## config.mk

```make
export PLATFORM = sky130hd
export DESIGN_NAME = commit_trace_buffer
export DESIGN_NICKNAME = d
export VERILOG_FILES = /design/src/rtl/trace_pkg.sv /design/src/rtl/trace_fifo.sv /design/src/rtl/commit_trace_buffer.sv
export SDC_FILE = /design/constraint.sdc
export NUM_CORES = 2
export LEC_CHECK = 0
export CAP_MARGIN = 10
export CORE_ASPECT_RATIO = 1.75
export CORE_UTILIZATION = 54
export CTS_BUF_LIST = sky130_fd_sc_hd__clkbuf_2 sky130_fd_sc_hd__clkbuf_4 sky130_fd_sc_hd__clkbuf_8
export CTS_CLUSTER_SIZE = 10
export DETAILED_ROUTE_END_ITERATION = 6
export PLACE_DENSITY = 0.84
export SYNTH_ARGS = -nofsm -noshare
export SYNTH_HDL_FRONTEND = slang
export SYNTH_SLANG_ARGS = --single-unit
```

## constraint.sdc

```tcl
create_clock -name clk -period 13 [get_ports clk]
set_clock_uncertainty 0.15 [all_clocks]
set_input_delay 2.6 -clock clk [delete_from_list [all_inputs] [get_ports clk]]
set_output_delay 2.6 -clock clk [all_outputs]
set_load 0.1 [all_outputs]
```

## src/rtl/trace_pkg.sv

```systemverilog
// rtl/trace_pkg.sv - shared record type, FSM states and default sizes for the commit trace buffer
package trace_pkg;

    localparam int TRACE_XLEN   = 64;
    localparam int NCOMMIT_DEF  = 2;
    localparam int DEPTH_DEF    = 8;
    localparam int TIMEOUT_DEF  = 4096;

    // Stored at the widest supported XLEN; narrower cores zero-extend on entry.
    typedef struct packed {
        logic [TRACE_XLEN-1:0] pc;
        logic [31:0]           inst;
        logic                  wen;
        logic [4:0]            rd;
        logic [TRACE_XLEN-1:0] wdata;
    } commit_rec_t;

    typedef enum logic [1:0] {
        RUN,
        DRAIN,
        HALTED
    } trace_state_e;

endpackage

```

## src/rtl/trace_fifo.sv

```systemverilog
// rtl/trace_fifo.sv - multi-push, single-pop record FIFO with compacting lane writes
module trace_fifo
    import trace_pkg::*;
#(
    parameter int  DEPTH   = DEPTH_DEF,
    parameter int  NCOMMIT = NCOMMIT_DEF,
    parameter type rec_t   = commit_rec_t
) (
    input  logic                     clk,
    input  logic                     rst_n,
    input  logic [NCOMMIT-1:0]       push_valid,
    input  rec_t                     push_data [NCOMMIT],
    input  logic                     pop,
    output rec_t                     head,
    output logic [$clog2(DEPTH):0]   count
);

    localparam int PTR_W = $clog2(DEPTH);
    localparam int CNT_W = PTR_W + 1;

    rec_t             mem [DEPTH];
    logic [PTR_W-1:0] wr_ptr;
    logic [PTR_W-1:0] rd_ptr;
    logic [PTR_W-1:0] waddr [NCOMMIT];
    logic [CNT_W-1:0] npush;
    logic             do_pop;

    // Valid lanes land in consecutive slots, lane 0 first, gaps squeezed out.
    always_comb begin
        npush = '0;
        for (int i = 0; i < NCOMMIT; i++) begin
            waddr[i] = wr_ptr + npush[PTR_W-1:0];
            npush    = npush + CNT_W'(push_valid[i]);
        end
    end

    assign do_pop = pop && (count != '0);
    assign head   = mem[rd_ptr];

    always_ff @(posedge clk) begin
        for (int i = 0; i < NCOMMIT; i++) begin
            if (push_valid[i]) begin
                mem[waddr[i]] <= push_data[i];
            end
        end
    end

    always_ff @(posedge clk or negedge rst_n) begin
        if (!rst_n) begin
            wr_ptr <= '0;
            rd_ptr <= '0;
            count  <= '0;
        end else begin
            wr_ptr <= wr_ptr + npush[PTR_W-1:0];
            if (do_pop) begin
                rd_ptr <= rd_ptr + PTR_W'(1);
            end
            count <= count + npush - CNT_W'(do_pop);
        end
    end

endmodule

```

## src/rtl/commit_trace_buffer.sv

```systemverilog
// rtl/commit_trace_buffer.sv - retire trace capture with ebreak/watchdog halt control and counters
module commit_trace_buffer
    import trace_pkg::*;
#(
    parameter int XLEN    = 64,
    parameter int NCOMMIT = NCOMMIT_DEF,
    parameter int DEPTH   = DEPTH_DEF,
    parameter int TIMEOUT = TIMEOUT_DEF
) (
    input  logic                    clk,
    input  logic                    rst_n,
    input  logic [NCOMMIT-1:0]      cmt_valid,
    input  logic [NCOMMIT*XLEN-1:0] cmt_pc,
    input  logic [NCOMMIT*32-1:0]   cmt_inst,
    input  logic [NCOMMIT-1:0]      cmt_wen,
    input  logic [NCOMMIT*5-1:0]    cmt_rd,
    input  logic [NCOMMIT*XLEN-1:0] cmt_wdata,
    input  logic [NCOMMIT-1:0]      cmt_ebreak,
    input  logic [XLEN-1:0]         gpr_a0,
    output logic                    stall_req,
    output logic                    out_valid,
    input  logic                    out_ready,
    output logic [XLEN-1:0]         out_pc,
    output logic [31:0]             out_inst,
    output logic                    out_wen,
    output logic [4:0]              out_rd,
    output logic [XLEN-1:0]         out_wdata,
    output logic                    halt,
    output logic                    timeout,
    output logic                    overflow,
    output logic [XLEN-1:0]         halt_code,
    output logic [63:0]             cycle_cnt,
    output logic [63:0]             instret
);

    localparam int CNT_W = $clog2(DEPTH) + 1;
    localparam int WD_W  = $clog2(TIMEOUT + 1);

    trace_state_e      state, state_next;
    logic [CNT_W-1:0]  count;
    logic [WD_W-1:0]   wd_cnt;
    commit_rec_t       push_data [NCOMMIT];
    commit_rec_t       head;
    logic [NCOMMIT-1:0] acc_mask;
    logic [2:0]        n_acc;
    logic              ebreak_hit;
    logic              commit_any;
    logic              overflow_set;
    logic              wd_expire;

    always_comb begin
        for (int i = 0; i < NCOMMIT; i++) begin
            push_data[i].pc    = TRACE_XLEN'(cmt_pc[i*XLEN +: XLEN]);
            push_data[i].inst  = cmt_inst[i*32 +: 32];
            push_data[i].wen   = cmt_wen[i];
            push_data[i].rd    = cmt_rd[i*5 +: 5];
            push_data[i].wdata = TRACE_XLEN'(cmt_wdata[i*XLEN +: XLEN]);
        end
    end

    assign stall_req = (CNT_W'(DEPTH) - count) < CNT_W'(NCOMMIT);

    // Lanes are taken in order up to and including the first ebreak; a stalled cycle takes nothing.
    always_comb begin
        acc_mask   = '0;
        n_acc      = '0;
        ebreak_hit = 1'b0;
        if (state == RUN && !stall_req) begin
            for (int i = 0; i < NCOMMIT; i++) begin
                if (cmt_valid[i] && !ebreak_hit) begin
                    acc_mask[i] = 1'b1;
                    n_acc       = n_acc + 3'd1;
                    if (cmt_ebreak[i]) begin
                        ebreak_hit = 1'b1;
                    end
                end
            end
        end
    end

    assign commit_any   = |acc_mask;
    assign overflow_set = (state == RUN) && stall_req && (|cmt_valid);
    assign wd_expire    = (state == RUN) && !commit_any && (wd_cnt == WD_W'(TIMEOUT - 1));

    always_comb begin
        state_next = state;
        case (state)
            RUN:     if (ebreak_hit || wd_expire) state_next = DRAIN;
            DRAIN:   if (count == '0) state_next = HALTED;
            HALTED:  state_next = HALTED;
            default: state_next = RUN;
        endcase
    end

    // rst_n deassertion is expected already aligned to clk by the reset tree.
    always_ff @(posedge clk or negedge rst_n) begin
        if (!rst_n) begin
            state     <= RUN;
            wd_cnt    <= '0;
            cycle_cnt <= '0;
            instret   <= '0;
            halt_code <= '0;
            overflow  <= 1'b0;
            timeout   <= 1'b0;
        end else begin
            state   <= state_next;
            instret <= instret + 64'(n_acc);
            if (state != HALTED) begin
                cycle_cnt <= cycle_cnt + 64'd1;
            end
            if (overflow_set) begin
                overflow <= 1'b1;
            end
            if (state == RUN) begin
                wd_cnt <= commit_any ? '0 : wd_cnt + WD_W'(1);
            end
            if (ebreak_hit) begin
                halt_code <= gpr_a0;
            end else if (wd_expire) begin
                halt_code <= '1;
                timeout   <= 1'b1;
            end
        end
    end

    trace_fifo #(
        .DEPTH   (DEPTH),
        .NCOMMIT (NCOMMIT),
        .rec_t   (commit_rec_t)
    ) u_fifo (
        .clk        (clk),
        .rst_n      (rst_n),
        .push_valid (acc_mask),
        .push_data  (push_data),
        .pop        (out_valid && out_ready),
        .head       (head),
        .count      (count)
    );

    assign out_valid = (count != '0);
    assign out_pc    = head.pc[XLEN-1:0];
    assign out_inst  = head.inst;
    assign out_wen   = head.wen;
    assign out_rd    = head.rd;
    assign out_wdata = head.wdata[XLEN-1:0];
    assign halt      = (state == HALTED);

endmodule

```

Word-level counts from Yosys, hierarchy flattened
Memories as Yosys holds them, arrays and structs flattened.
Index checks and enable logic that the tools add are counted.
W data, S select, Z words.
Cells by class
  add/sub/neg operators: 11
  $lt $le $gt $ge: 1
  equality and inequality tests: 6
  reductions and logical operators: 20
  bitwise operators: 1
  muxes and demuxes: 23
Operators by type and width (number)
  $mux W64: 2
  $add A64 B1 Y64 const B: 1
  $add A64 B3 Y64: 1
  $add A13 B1 Y13 const B: 1
  $eq A13 B12 Y1 const B: 1
  $mux W1: 13
  $mux W13: 1
  $mux W3: 3
  $logic_and A1 B1 Y1: 8
  $add A3 B1 Y3 const B: 2
  $mux W2: 3
  $pmux W2 S3: 1
  $add A4 B4 Y4: 1
  $logic_not A4 Y1: 1
  $lt A4 B2 Y1 const B: 1
  $ne A2 B2 Y1 const B: 2
  $reduce_and A2 Y1: 2
  $reduce_bool A4 Y1: 1
  $reduce_or A2 Y1: 2
  $sub A4 B1 Y4: 1
  $sub A4 B4 Y4 const A: 1
  $add A3 B1 Y3: 1
  $add A3 B3 Y3: 1
  $logic_not A1 Y1: 3
  other kinds (8): 8
Word-level totals
  memories kept: 1
  bits in writable memories: 1328
  bits in registers: 219
  input bits: 403
Memory list
  u_fifo.mem: words 8, width 166, rd ports 1, clocked after Yosys merged registers in 0, write ports 2, RTL line trace_fifo.sv:21  | rec_t mem [DEPTH];

Depth between registers and ports, before layout
  word-level depth: 16
  gate-level depth with buffers: 16
  depth with buffers taken out: 15

Hierarchy
A second synthesis with hierarchy kept.
Second synthesis, totals
  cells, all modules: 4259
  area total of the unflattened synthesis: 75538.7 µm²
Modules (own cells, without submodules)
  trace_fifo: times used 1, sequential area each 40128.5 µm², area each 66384.9 µm², cells an instance 3466
  commit_trace_buffer: times used 1, sequential area each 5230.0 µm², area each 9153.8 µm², cells an instance 793

Worst setup path before layout
Ideal clock, no wire load.
  path type: in2reg
  start point: in cmt_valid[0]
  end point: mem u_fifo.mem[2][0] (netlist bit), enable pin
  data arrival time: 14280 ps
  path buffers: 0
  data required time: 11929 ps
  setup slack: -2351 ps
  library setup time: 921 ps
  stages on the path: 2
  path through: nand3b_1 o21ai_0
RTL lines
  start, declared: RTL line commit_trace_buffer.sv:12  | input logic [NCOMMIT-1:0] cmt_valid,
  end, declared: RTL line trace_fifo.sv:21

Final worst setup path
  start point: reg u_fifo.rd_ptr[0]
  end point: out out_pc[61]
Between the ends
  longest elaborated chain between the ends: 1
RTL lines
  start, declared: RTL line trace_fifo.sv:23  | logic [PTR_W-1:0] rd_ptr;
  start signal, assigned: RTL line trace_fifo.sv:56  | rd_ptr <= rd_ptr + PTR_W'(1);
  $mem_v2 Z8 W166
  end, declared: RTL line commit_trace_buffer.sv:23  | output logic [XLEN-1:0] out_pc,
No other way between the ends.

==> summary.txt <==
Synth
  • Number of flops mapped to enable cells by yosys: 1328
  • Netlist Area Pre-Place: 75500 um^2
  • Flops & latches, synth: 1547
  • Simple logic cell fraction of the synthesized area: 0.0285
  • Most frequent cell after synthesis: mux2_2
  • Xor-xnor portion of the synthesized cell area: 0.0153
  • List of most frequent post-synthesis cells: mux2_2, edfxtp_1, mux4_2
  • Most used DFF post-synth: edfxtp_1
  • Adder-cell share of the synthesized area: 0.00428
  • Compound-Gate Fraction of Synth Area: 0.00764
  • Top post-synthesis cells by area: edfxtp_1, mux2_2, mux4_2, dfrtp_1, mux2_1
  • Combinational family with the most area after synthesis: multiplexers
  • Post-synth top area share: 0.529
  • Top cell type by total area after synthesis: edfxtp_1
  • Syn avg cell area: 17.2 um^2
  • Syn. warnings: 0
  • Async SR Flop Fraction: 0.142
  • Sequential fraction of the synthesis area: 0.601
  • Cell count after synthesis: 4395
  • Post-synth cell types: 53
  • Syn_nets: 4822
  • Mux share of post-synthesis cell area: 0.324

Worst setup path
  • CP max FO: 45
  • Worst Path Required: 10.25 ns
  • Crit path top cell by count: buf_4
  • FF-to-FF setup slack: 6.46 ns
  • RR Endpoint: u_fifo.mem[1][47]
  • Setup crit end kind: output pin
  • Worst setup path startpoint: u_fifo.rd_ptr[0]
  • Worst setup SP type: register
  • Slowest stage cell, crit path: dfrtp_4
  • Crit path largest cell delay: 1.06 ns
  • Arrival time worst endpoint: 5.57 ns
  • R2R cell count: 14
  • Reg2reg start: u_fifo.count[0]
  • CP Cell Sequence: buf_4 > buf_4 > mux4_2 > mux2_2 > clkdlybuf4s50_1
  • Worst setup path class: register to output pin
  • Critical Path End: out_pc[61]

Layout
  • Final #Nets: 5602
  • Share of cells above drive strength 1: 0.414
  • Finished Layout Cells: 7208
  • Area growth syn-to-layout: 18.4%
  • Design area: 89300 um^2
  • Core Util, Final: 0.643

Power
  • Total Power: 21.7 mW
  • Int Power: 11.8 mW
  • Leakage power: 30.5 nW
  • PwrDens: 242 nW/um^2
  • Peak VDD IR: 0.350 mV
  • Clock share of power: 0.179
  • Switching Fraction: 0.454
  • Psw: 9.83 mW
  • Combinational Power Share: 0.502
  • Sequential share of power: 0.319

Routing
  • DR vias: 44600
  • 1st-pass router iterations: 6
  • Top sig layer: met5
  • Wire per inst: 28.5 um
  • M1 wire length: 74900 um
  • DR WL met2: 106000 um
  • DR DRC count: 0
  • Post-DR vias/cell: 6.19
  • Drt initial violations: 3671
  • Total wire length: 206000 um
  • DR WL met3: 18400 um
  • ANT nets after route: 0

Floorplanning
  • DIE AREA: 141000 um^2
  • Die Wd: 285 um
  • Die H: 496 um
  • Initial Util: 0.544
  • Core area: 139000 um^2
  • Row cnt: 181
  • IO Pins: 766

STA
  • Final Cycle Share: 0.640
  • Fmax: 120 MHz
  • Fin Setup TNS: 0 ns
  • Final setup margin: 4.68 ns
  • Final Max Slew Viols: 0
  • Final hold slack: 0.323 ns
  • Fin crit period: 8.32 ns
  • Setup-failing EPs final: 0
  • Worst-margin pin slew: 1.22 ns
  • Fin. Hold Viols: 0
  • RSZ-0062 raised after global routing: false
  • Max transition margin: 0.186

Clock tree
  • Post-CTS Setup Bufs: 0
  • H-tree depth: 4
  • Clock Latency Late Sink: 0.93 ns
  • CTS tree: done
  • CTS max path bufs: 3
  • CTS Hold Buffers Added: 0
  • CTS root buffer: clkbuf_8
  • # clock sinks: 1547
  • Total CTS buffers: 216
  • Worst-path clk slew: 0.07 ns
  • Post-CTS Resized: 0

Outcome
  • Status: finished clean

Global routing
  • Antenna violations before repair: 53
  • Pin count of the biggest net entering global routing: 122
  • Overflow after GRT: 0
  • Vias in the first global route: 47400
  • Total GRT Usage: 0.289
  • First-pass GRT wire length: 302000 um

Min path
  • Hold WC Path Type: register to register

Placement
  • Placed cells: 6787
  • Placed cell area: 84900 um^2
  • Pre-CTS WS: 4.96 ns
  • Port bufs: 765
  • DP HPWL: 124000 um
  • GPL Wtd Cong: 0.901

Flow run
  • Maxcap violations: 0
## power groups by stage
stage               clock network, mW  logic (mW)  registers (mW)
finish                           3.88        10.9            6.91
global route                     4.12        11.2            6.98
CTS                              3.94        10.9            6.91
detailed placement                  0        10.9            7.02
global placement                    0        10.8            6.96
floorplan                           0        7.31            8.03
## worst max-delay path, delay by kind of cell (launching register included)
family / cells / cell delay [ns]
flip-flops: 1 / 1.06
buffers and inverters: 3 / 2.56
multiplexers: 2 / 0.94
## logic make-up (layout without fill, tap and decap cells)
group,count (synthesis),in the layout
mux,1837,1837
buf+inv,317,1278
fa+ha+maj,24,24
other cells,0,22
compound gates,99,99
flops,1547,1547
xor+xnor,132,132
simple gates,439,439
## cells in the final DEF, fill, tap and decap left out, types with 22 or more instances in the layout
| master | count |
|---|---|
| xnor2_1 | 75 |
| o21ai_0 | 67 |
| clkbuf_4 | 66 |
| clkbuf_8 | 236 |
| clkdlybuf4s50_1 | 753 |
| mux4_2 | 332 |
| xor2_1 | 57 |
| mux2_1 | 77 |
| nor4_1 | 22 |
| nand3_1 | 40 |
| inv_1 | 43 |
| diode_2 | 22 |
| nand2_1 | 122 |
| buf_4 | 74 |
| clkinv_2 | 26 |
| nor2_1 | 116 |
| mux2_2 | 1420 |
| nand4_1 | 42 |
| edfxtp_1 | 1328 |
| dfrtp_1 | 216 |
| nor3_1 | 33 |
| clkinv_1 | 49 |
## routing by layer
layer | GRT usage | vias to the layer above
met4 | 0.104 | 64
li1 | - | 19100
met3 | 0.0794 | 448
met1 | 0.343 | 23000
met5 | 0 | -
met2 | 0.503 | 2024
## how the worst min path moves through the flow
stage,startpoint,end,cells past startpoint
final,cycle_cnt[63],cycle_cnt[63],1
after global routing,cycle_cnt[63],cycle_cnt[63],1
after CTS,cycle_cnt[63],cycle_cnt[63],1
after detailed placement,overflow,overflow,1
after global placement,overflow,overflow,1
after floorplan,wd_cnt[0],wd_cnt[0],1
## sequential cells by signal, indices dropped and copies added (netlist names)
name,flops
timeout,1
u_fifo.rd_ptr,3
overflow,1
wd_cnt,13
halt_code,64
state,2
u_fifo.mem,1328
u_fifo.count,4
cycle_cnt,64
instret,64
u_fifo.wr_ptr,3
## cell type report
class	instances	area (um^2)
fillers	9717	49500
flip-flops and latches	1547	45400
multi-input cells	2531	28800
repair buffers	835	8250
clock buffers	302	3740
well taps	1830	2290
clock inverters	97	664
inverters	44	165
diodes	22	55.1
(Power assumes the default switching activity.)
